`config.mk`:
```
export PLATFORM = sky130hd
export DESIGN_NAME = maxpool_stream
export DESIGN_NICKNAME = d
export VERILOG_FILES = /design/src/rtl/maxpool_pkg.sv /design/src/rtl/pool_out_fifo.sv /design/src/rtl/maxpool_stream.sv
export SDC_FILE = /design/constraint.sdc
export NUM_CORES = 1
export LEC_CHECK = 0
export ABC_AREA = 1
export ABC_CLOCK_PERIOD_IN_PS = 3800
export CAP_MARGIN = 20
export CORE_MARGIN = 3
export CORE_UTILIZATION = 35
export CTS_CLUSTER_DIAMETER = 150
export CTS_CLUSTER_SIZE = 8
export DETAILED_ROUTE_END_ITERATION = 16
export PLACE_DENSITY = 0.57
export RECOVER_POWER = 50
export SETUP_SLACK_MARGIN = 0.15
export SLEW_MARGIN = 20
export SYNTH_ARGS = -nofsm -noshare
export SYNTH_HDL_FRONTEND = slang
export SYNTH_HIERARCHICAL = 1
export SYNTH_SLANG_ARGS = --single-unit
```
`constraint.sdc`:
```
create_clock -name clk -period 3.8 [get_ports clk]
set_clock_uncertainty 0.1 [all_clocks]
set_input_delay 0.76 -clock clk [delete_from_list [all_inputs] [get_ports clk]]
set_output_delay 0.76 -clock clk [all_outputs]
set_load 0.01 [all_outputs]
```
`src/rtl/maxpool_pkg.sv`:
```
// Shared definitions for the streaming 1-D max-pool stage.
// Holds parameter defaults, the ceil_div helper used for the pooled length, counter-width
// helpers, and the sample / FIFO entry types.
package maxpool_pkg;

    localparam int unsigned DefWidth = 8;
    localparam int unsigned DefLeny  = 5;
    localparam int unsigned DefWin   = 2;

    function automatic int unsigned ceil_div(input int unsigned num, input int unsigned den);
        return (num + den - 1) / den;
    endfunction

    // Width of the in-vector sample counter; never narrower than one bit.
    function automatic int unsigned in_cnt_w(input int unsigned leny);
        return (leny > 1) ? $clog2(leny) : 1;
    endfunction

    // Width of the in-window counter.
    function automatic int unsigned win_cnt_w(input int unsigned win);
        return $clog2(win) + 1;
    endfunction

    localparam int unsigned DefNout    = ceil_div(DefLeny, DefWin);
    localparam int unsigned InCntWidth = in_cnt_w(DefLeny);
    localparam int unsigned WinCntWidth = win_cnt_w(DefWin);

    typedef logic signed [DefWidth-1:0] sample_t;

    typedef struct packed {
        sample_t data;
        logic    last;
    } pool_entry_t;

endpackage

```
`src/rtl/pool_out_fifo.sv`:
```
// Two-entry FIFO of pooled results with a registered head.
// Ports:
//   clk_i        clock
//   srst_ni      synchronous active-low reset (empties the FIFO, head reads 0)
//   push_i       write push_data_i (ignored when full)
//   push_data_i  entry to write
//   pop_i        drop the head entry (ignored when empty)
//   head_o       oldest entry; all zero when empty
//   full_o       two entries held
//   empty_o      no entries held
//   count_o      number of entries held (0..2)
module pool_out_fifo
    import maxpool_pkg::*;
#(
    parameter type entry_t = pool_entry_t
) (
    input  logic       clk_i,
    input  logic       srst_ni,
    input  logic       push_i,
    input  entry_t     push_data_i,
    input  logic       pop_i,
    output entry_t     head_o,
    output logic       full_o,
    output logic       empty_o,
    output logic [1:0] count_o
);

    entry_t     head_q, head_d;
    entry_t     tail_q, tail_d;
    logic [1:0] count_q, count_d;
    logic       do_push, do_pop;

    assign full_o  = (count_q == 2'd2);
    assign empty_o = (count_q == 2'd0);
    assign count_o = count_q;
    assign head_o  = head_q;

    assign do_push = push_i && !full_o;
    assign do_pop  = pop_i && !empty_o;

    always_comb begin
        head_d  = head_q;
        tail_d  = tail_q;
        count_d = count_q;
        unique case ({do_push, do_pop})
            2'b10: begin
                if (count_q == 2'd0) begin
                    head_d = push_data_i;
                end else begin
                    tail_d = push_data_i;
                end
                count_d = count_q + 2'd1;
            end
            2'b01: begin
                // Head is cleared to zero once the last entry leaves.
                head_d  = (count_q == 2'd2) ? tail_q : '0;
                tail_d  = '0;
                count_d = count_q - 2'd1;
            end
            2'b11: begin
                if (count_q == 2'd2) begin
                    head_d = tail_q;
                    tail_d = push_data_i;
                end else begin
                    head_d = push_data_i;
                end
            end
            default: ;
        endcase
    end

    always_ff @(posedge clk_i) begin
        if (!srst_ni) begin
            head_q  <= '0;
            tail_q  <= '0;
            count_q <= 2'd0;
        end else begin
            head_q  <= head_d;
            tail_q  <= tail_d;
            count_q <= count_d;
        end
    end

endmodule

```
`src/rtl/maxpool_stream.sv`:
```
// Streaming 1-D max-pool: reduces each non-overlapping WIN-sample window of a LENY-sample
// signed vector to its maximum; a trailing partial window is closed at the end of the vector.
// Ports:
//   clk           rising-edge clock
//   reset         synchronous active-low reset
//   s_data_in_y   input sample (signed), s_valid_y / s_ready_y handshake
//   m_data_out_z  pooled sample (signed), m_valid_z / m_ready_z handshake
//   m_last_z      pooled sample is the last of its vector
module maxpool_stream
    import maxpool_pkg::*;
#(
    parameter int unsigned WIDTH = DefWidth,
    parameter int unsigned LENY  = DefLeny,
    parameter int unsigned WIN   = DefWin
) (
    input  logic                    clk,
    input  logic                    reset,
    input  logic signed [WIDTH-1:0] s_data_in_y,
    input  logic                    s_valid_y,
    output logic                    s_ready_y,
    output logic signed [WIDTH-1:0] m_data_out_z,
    output logic                    m_valid_z,
    input  logic                    m_ready_z,
    output logic                    m_last_z
);

    typedef logic signed [WIDTH-1:0] smp_t;
    typedef struct packed {
        smp_t data;
        logic last;
    } entry_t;

    localparam int unsigned InW  = in_cnt_w(LENY);
    localparam int unsigned WinW = win_cnt_w(WIN);
    localparam logic [InW-1:0]  InLast  = InW'(LENY - 1);
    localparam logic [WinW-1:0] WinLast = WinW'(WIN - 1);

    logic [InW-1:0]  in_cnt_q, in_cnt_d;
    logic [WinW-1:0] win_cnt_q, win_cnt_d;
    smp_t            run_max_q, run_max_d;
    smp_t            cand;
    logic            vec_last, closing, accept;
    logic            fifo_push, fifo_pop, fifo_full, fifo_empty;
    logic [1:0]      fifo_count;
    entry_t          push_entry, head;

    assign vec_last = (in_cnt_q == InLast);
    // Whether the next accepted sample closes a window depends only on the counters.
    assign closing  = vec_last || (win_cnt_q == WinLast);

    // No path from m_ready_z: a closing sample waits a cycle if the FIFO is full.
    assign s_ready_y = reset && (!fifo_full || !closing);
    assign accept    = s_valid_y && s_ready_y;

    assign cand = ((win_cnt_q == '0) || (s_data_in_y > run_max_q)) ? s_data_in_y : run_max_q;

    assign fifo_push  = accept && closing;
    assign push_entry = '{data: cand, last: vec_last};
    assign fifo_pop   = m_valid_z && m_ready_z;

    always_comb begin
        in_cnt_d  = in_cnt_q;
        win_cnt_d = win_cnt_q;
        run_max_d = run_max_q;
        if (accept) begin
            run_max_d = cand;
            if (closing) begin
                win_cnt_d = '0;
                in_cnt_d  = vec_last ? '0 : in_cnt_q + 1'b1;
            end else begin
                win_cnt_d = win_cnt_q + 1'b1;
                in_cnt_d  = in_cnt_q + 1'b1;
            end
        end
    end

    always_ff @(posedge clk) begin
        if (!reset) begin
            in_cnt_q  <= '0;
            win_cnt_q <= '0;
            run_max_q <= '0;
        end else begin
            in_cnt_q  <= in_cnt_d;
            win_cnt_q <= win_cnt_d;
            run_max_q <= run_max_d;
        end
    end

    pool_out_fifo #(
        .entry_t (entry_t)
    ) u_fifo (
        .clk_i       (clk),
        .srst_ni     (reset),
        .push_i      (fifo_push),
        .push_data_i (push_entry),
        .pop_i       (fifo_pop),
        .head_o      (head),
        .full_o      (fifo_full),
        .empty_o     (fifo_empty),
        .count_o     (fifo_count)
    );

    assign m_valid_z    = !fifo_empty;
    assign m_data_out_z = head.data;
    assign m_last_z     = head.last;

    push_never_lost: assert property (@(posedge clk) disable iff (!reset)
        !(fifo_push && fifo_count == 2'd2));

endmodule

```
After elaboration in Yosys (flattened, before gate mapping)
Cells that the tools add are included.

Add/sub/neg operators: 4. $lt $le $gt $ge: 1. Equal/unequal tests: 9. Mux-type cells: 12. Reduce and logical (&&, ||, !) cells: 18.

Operators with widths (count): 9-bit case mux with 3 select lines (2); 9-bit 2-to-1 mux (5); 8-bit greater-than comparator (1); 8-bit 2-to-1 mux (1); 2-bit equality test (second input constant) (3); 1-bit logical AND (6); 3-bit 2-to-1 mux (2); 2-bit by 1-bit adder with 2-bit output (second input constant) (2); 2-bit by 1-bit equality test with 1-bit output (second input constant) (2); 2-bit zero test (2); 2-bit by 1-bit != test with 1-bit output (second input constant) (2); 2-bit case mux with 2 select lines (1); 3-bit by 1-bit adder with 3-bit output (second input constant) (1); 3-bit equality test (second input constant) (1); 1-bit zero test (3); 1-bit logical OR (3); 3-bit AND reduction (1); 3-bit nonzero test (1); 2-bit 2-to-1 mux (1); 2-bit != test (second input constant) (1); 2-bit AND reduction (1); 2-bit nonzero test (1); 2-bit by 1-bit subtractor with 2-bit output (second input constant) (1).

Bits in registers: 33. Logic and storage cells: 52.

Depth between registers and ports, before layout
Depth in word-level cells: 11. Depth in mapped cells: 19. Gate-level depth less buffers: 19.

Hierarchy
The synthesis kept the hierarchy.

Modules (own cells, without submodules): pool_out_fifo (times used 1, cells each 175, area each 1126.1 µm²); maxpool_stream (times used 1, cells each 146, area each 997.2 µm²).

Least setup slack after synthesis
No wires, ideal clock.

Path type: in2reg. From: input port reset. To: register u_fifo.head_q, in the netlist u_fifo/head_o[0]. Library setup time: 0.056 ns. Data arrival time: 2.236 ns. Required time: 3.644 ns. Path slack: 1.408 ns. Stages: 15. Cells stage by stage: inv_1 > a21oi_2 > nand2_2 > inv_2 > nand2_1 > inv_1 > nand2_1 > inv_1 > ha_1 > nor2_1 > nor2_2 > nand2_1 > nand3_1 > nand2_1 > inv_1.

Longest elaborated chain between the ends: 7. Elaborated cells on any way between the ends: 11.

Ends and longest elaborated chain: start: declaration (line maxpool_stream.sv:17) `input logic reset,`; 1-bit logical AND (*) (line maxpool_stream.sv:52) `assign s_ready_y = reset && (!fifo_full || !closing);`; named net s_ready_y (line maxpool_stream.sv:20) `output logic s_ready_y,`; 1-bit logical AND (*) (line maxpool_stream.sv:53) `assign accept = s_valid_y && s_ready_y;`; 1-bit logical AND (*) (line maxpool_stream.sv:57) `assign fifo_push = accept && closing;`; named net fifo_push (line maxpool_stream.sv:43) `logic fifo_push, fifo_pop, fifo_full, fifo_empty;`; 1-bit logical AND (*) (line pool_out_fifo.sv:38) `assign do_push = push_i && !full_o;`; 2-bit equality test or 2-bit by 1-bit equality test with 1-bit output (tied branches) (line pool_out_fifo.sv:45) `unique case ({do_push, do_pop})`; 2-bit by 1-bit != test with 1-bit output (no line) or 3-bit nonzero test (tied branches); 2-bit AND reduction (no line); end signal: assignment (line pool_out_fifo.sv:74) `head_q <= '0;`; end signal: assignment (line pool_out_fifo.sv:78) `head_q <= head_d;`; end: declaration (line pool_out_fifo.sv:28) `entry_t head_q, head_d;`.

The timed path passes the listed nets; every way through them passes the cells marked *. A chain may end at the register's enable or synchronous reset.

Worst setup path after layout
From: input port reset. To: register u_fifo.head_q, in the netlist u_fifo/head_o[8].

Longest elaborated chain between the ends: 7. Elaborated cells on any way between the ends: 11.

Ends and longest elaborated chain (line): 1-bit logical AND (*) (maxpool_stream.sv:52); 1-bit logical AND (*) (maxpool_stream.sv:53); 1-bit logical AND (*) (maxpool_stream.sv:57); named net fifo_push (maxpool_stream.sv:43); 1-bit logical AND (*) (pool_out_fifo.sv:38); 2-bit equality test or 2-bit by 1-bit equality test with 1-bit output (tied branches) (pool_out_fifo.sv:45); 2-bit by 1-bit != test with 1-bit output (no line) or 3-bit nonzero test (tied branches); 2-bit AND reduction (no line).

Marked as above.

==> run metrics <==
Vias=roughly 1900; Max Cap Violations=0; io pins=23; post-synth top area share=0.311; die area=7040 um2; synthesis-stage register bit count=33; root buf cell=clkbuf_8; Post-Syn Area per Cell=6.61 um2; Post-CTS Setup Inserts=0; synthesized cell area=between 2000 and 2500 um2; Layout Nets=about 370; VDD IR max=0.000112 V; count leader, synth=nand2_1; final setup vio count=0; Post-synth EDFFs=0; top post-synthesis cells by count=nand2_1 (87), inv_1 (61), nand3_1 (36); Pre-antenna DRT Iters=4; critical path data required time=around 3900 ps; H-Tree Depth=2; R2R Path End=u_fifo/head_o[8]$_SDFFE_PN0P_; setup TNS=0 ps; width of the die=83.9 um; Tcrit/Tclk final=0.840; vias per inst=between 4 and 5; Worst Max-Slew Pin Slew=slightly below 600 ps; # hold bufs at CTS=0; CTS Sinks=33; drt drc=0; Max Buffers Root-to-Sink=2; Worst Path Arrival=around 3300 ps; vias in the first global route=between 1500 and 2000; Synth area leader=dfxtp_1; initial antenna violation count=0; r2r startpoint=in_cnt_q[0]$_SDFFE_PN0P_; Final ANT Viol Nets=0; hold depth=2; Initial Util=0.374; Worst Setup Path Type=in -> reg; Post-Syn Instances=~320; first-pass GRT wire length=about 7900 um; YS warnings=6; CP startpoint kind=primary input; RSZ-0062 raised after global routing=no; syn_nets=around 350; Core Area=between 5000 and 6000 um2; Hold EP=run_max_q[3]$_SDFFE_PN0P_; number of library cell types mapped by synthesis=27; status=complete, no violations; reg2reg path depth=18; Reg2Reg Setup Slack=around 740 ps; final WL=roughly 4600 um; row cnt=27; Slew Limit Fails=0; gr usage total=0.138; worst-skew pair later-pin latency=between 200 and 300 ps; final hold violation count=0; CTS tree=built; n_diodes=0; Clock transition at path regs=roughly 70 ps; hold path start=run_max_q[3]$_SDFFE_PN0P_; Max Clk Rate=313 MHz; hpwl dp=about 3400 um; die height=around 84 um; final setup margin=approximately 600 ps; pre-CTS WS=516 ps; P_leak=~1.4 nW; FILL cells=between 500 and 600; sequential fraction of the synthesis area=0.311; Worst setup EP type=flip-flop; ys flop type=dfxtp_1; gpl congestion=~0.84; top post-synthesis cells by area=dfxtp_1 (31%), nand2_1 (15%), inv_1 (11%), ha_1 (9.4%), nand3_1 (8.5%); area grow syn2layout=16.7%; share of cells above drive strength 1=0.0663; Iter 0 DRT Violations=67; largest net degree at the start of global routing=31; minimum clock period after layout=3190 ps; hold crit path type=reg -> reg; Max-slew headroom=0.605; FFs w/ async S/R, synth=0; PD cells=approximately 370 nW/um2; Hold WS=between 300 and 400 ps; Buffers on Ports=22; GR Overflow Total=0; total CTS buffers=5; wire length per cell=between 10 and 15 um; Crit Path Max Fanout=18; Post-CTS Resized=0
==> worst max-delay path by stage <==
| stage | startpoint | to | slack (ps) | cells past startpoint |
|---|---|---|---|---|
| finish | reset | u_fifo/head_o[8]$_SDFFE_PN0P_ | 610 | 16 |
| global placement | reset | u_fifo/head_o[2]$_SDFFE_PN0P_ | 590 | 16 |
| floorplan | reset | u_fifo/head_o[0]$_SDFFE_PN0P_ | 1410 | 15 |
| global route | reset | u_fifo/head_o[4]$_SDFFE_PN0P_ | 270 | 16 |
| detailed placement | reset | u_fifo/head_o[2]$_SDFFE_PN0P_ | 520 | 16 |
| CTS | reset | u_fifo/head_o[2]$_SDFFE_PN0P_ | 820 | 16 |
==> placed cells by master, fill, tap and decap left out, drive strengths merged, types with 3 or more instances in the layout <==
master / instances
clkinv: 3
nand3: 36
clkdlybuf4s50: 12
nand3b: 11
dlygate4sd3: 10
clkbuf: 7
dfxtp: 33
o21ai: 3
nor2: 22
ha: 16
nand2: 100
inv: 62
and2: 8
a21oi: 16
==> logic make-up after synthesis <==
kind of cell / after synthesis / synth area share
AND/OR/NAND/NOR: 178 / 0.400
buffers and inverters: 70 / 0.131
flip-flops: 33 / 0.311
AO/OA/AOI/OAI: 24 / 0.0636
adder cells (fa/ha/maj): 16 / 0.0943
==> state kept, by name, summed over array words and instances (netlist names) <==
| signal | count |
|---|---|
| u_fifo/count_o | 2 |
| win_cnt_q | 2 |
| in_cnt_q | 3 |
| u_fifo/tail_q | 9 |
| run_max_q | 8 |
| u_fifo/head_o | 9 |
==> stage by stage <==
step / power [mW] / std cells / instance area (um2) / utilization
global placement: 0.632 / 411 / 2410 / 0.425
global route: 0.973 / 419 / 2480 / 0.437
floorplan: 0.566 / 321 / 2120 / -
CTS: 0.935 / 419 / 2510 / 0.442
detailed placement: 0.633 / 411 / 2410 / 0.425
finish: 0.905 / 419 / 2480 / 0.437
==> power by group <==
group / internal, mW / switching [mW] / total [mW] / leakage (nW)
logic: 0.0890 / 0.134 / 0.223 / 1.03
registers: 0.371 / 0.0129 / 0.384 / 0.270
clock network: 0.164 / 0.134 / 0.298 / 0.0542
total: 0.624 / 0.281 / 0.905 / 1.35
==> per-layer routing <==
layer | global-route usage | wire length, um | vias up
met5 | 0 | 0 | -
met4 | 0.0409 | 27 | 0
met3 | 0.0365 | 181 | 4
met2 | 0.229 | 2120 | 28
met1 | 0.173 | 2270 | 824
li1 | - | - | 1041
==> final cells by class <==
type	count	area (um2)	area share
clock buffers	7	96.3	0.0389
clock inverters	1	5.00	0.00202
inverters	64	240	0.0970
multi-input cells	218	1150	0.464
flip-flops and latches	33	661	0.267
well taps	72	90.1	0.0364
repair buffers	24	235	0.0949
==> critical path: stages <==
cell and delay (ps):
clkdlybuf4s50_1 470, inv_1 90, a21oi_2 120, nand2_1 370
inv_2 310, nand2_1 80, inv_1 90, nand2_1 90
inv_1 90, ha_1 180, nor2_1 60, nor2_2 310
nand2_1 90, nand3_1 110, nand2_1 50, inv_1 40
No activity file was read; power rests on OpenSTA's default activity.
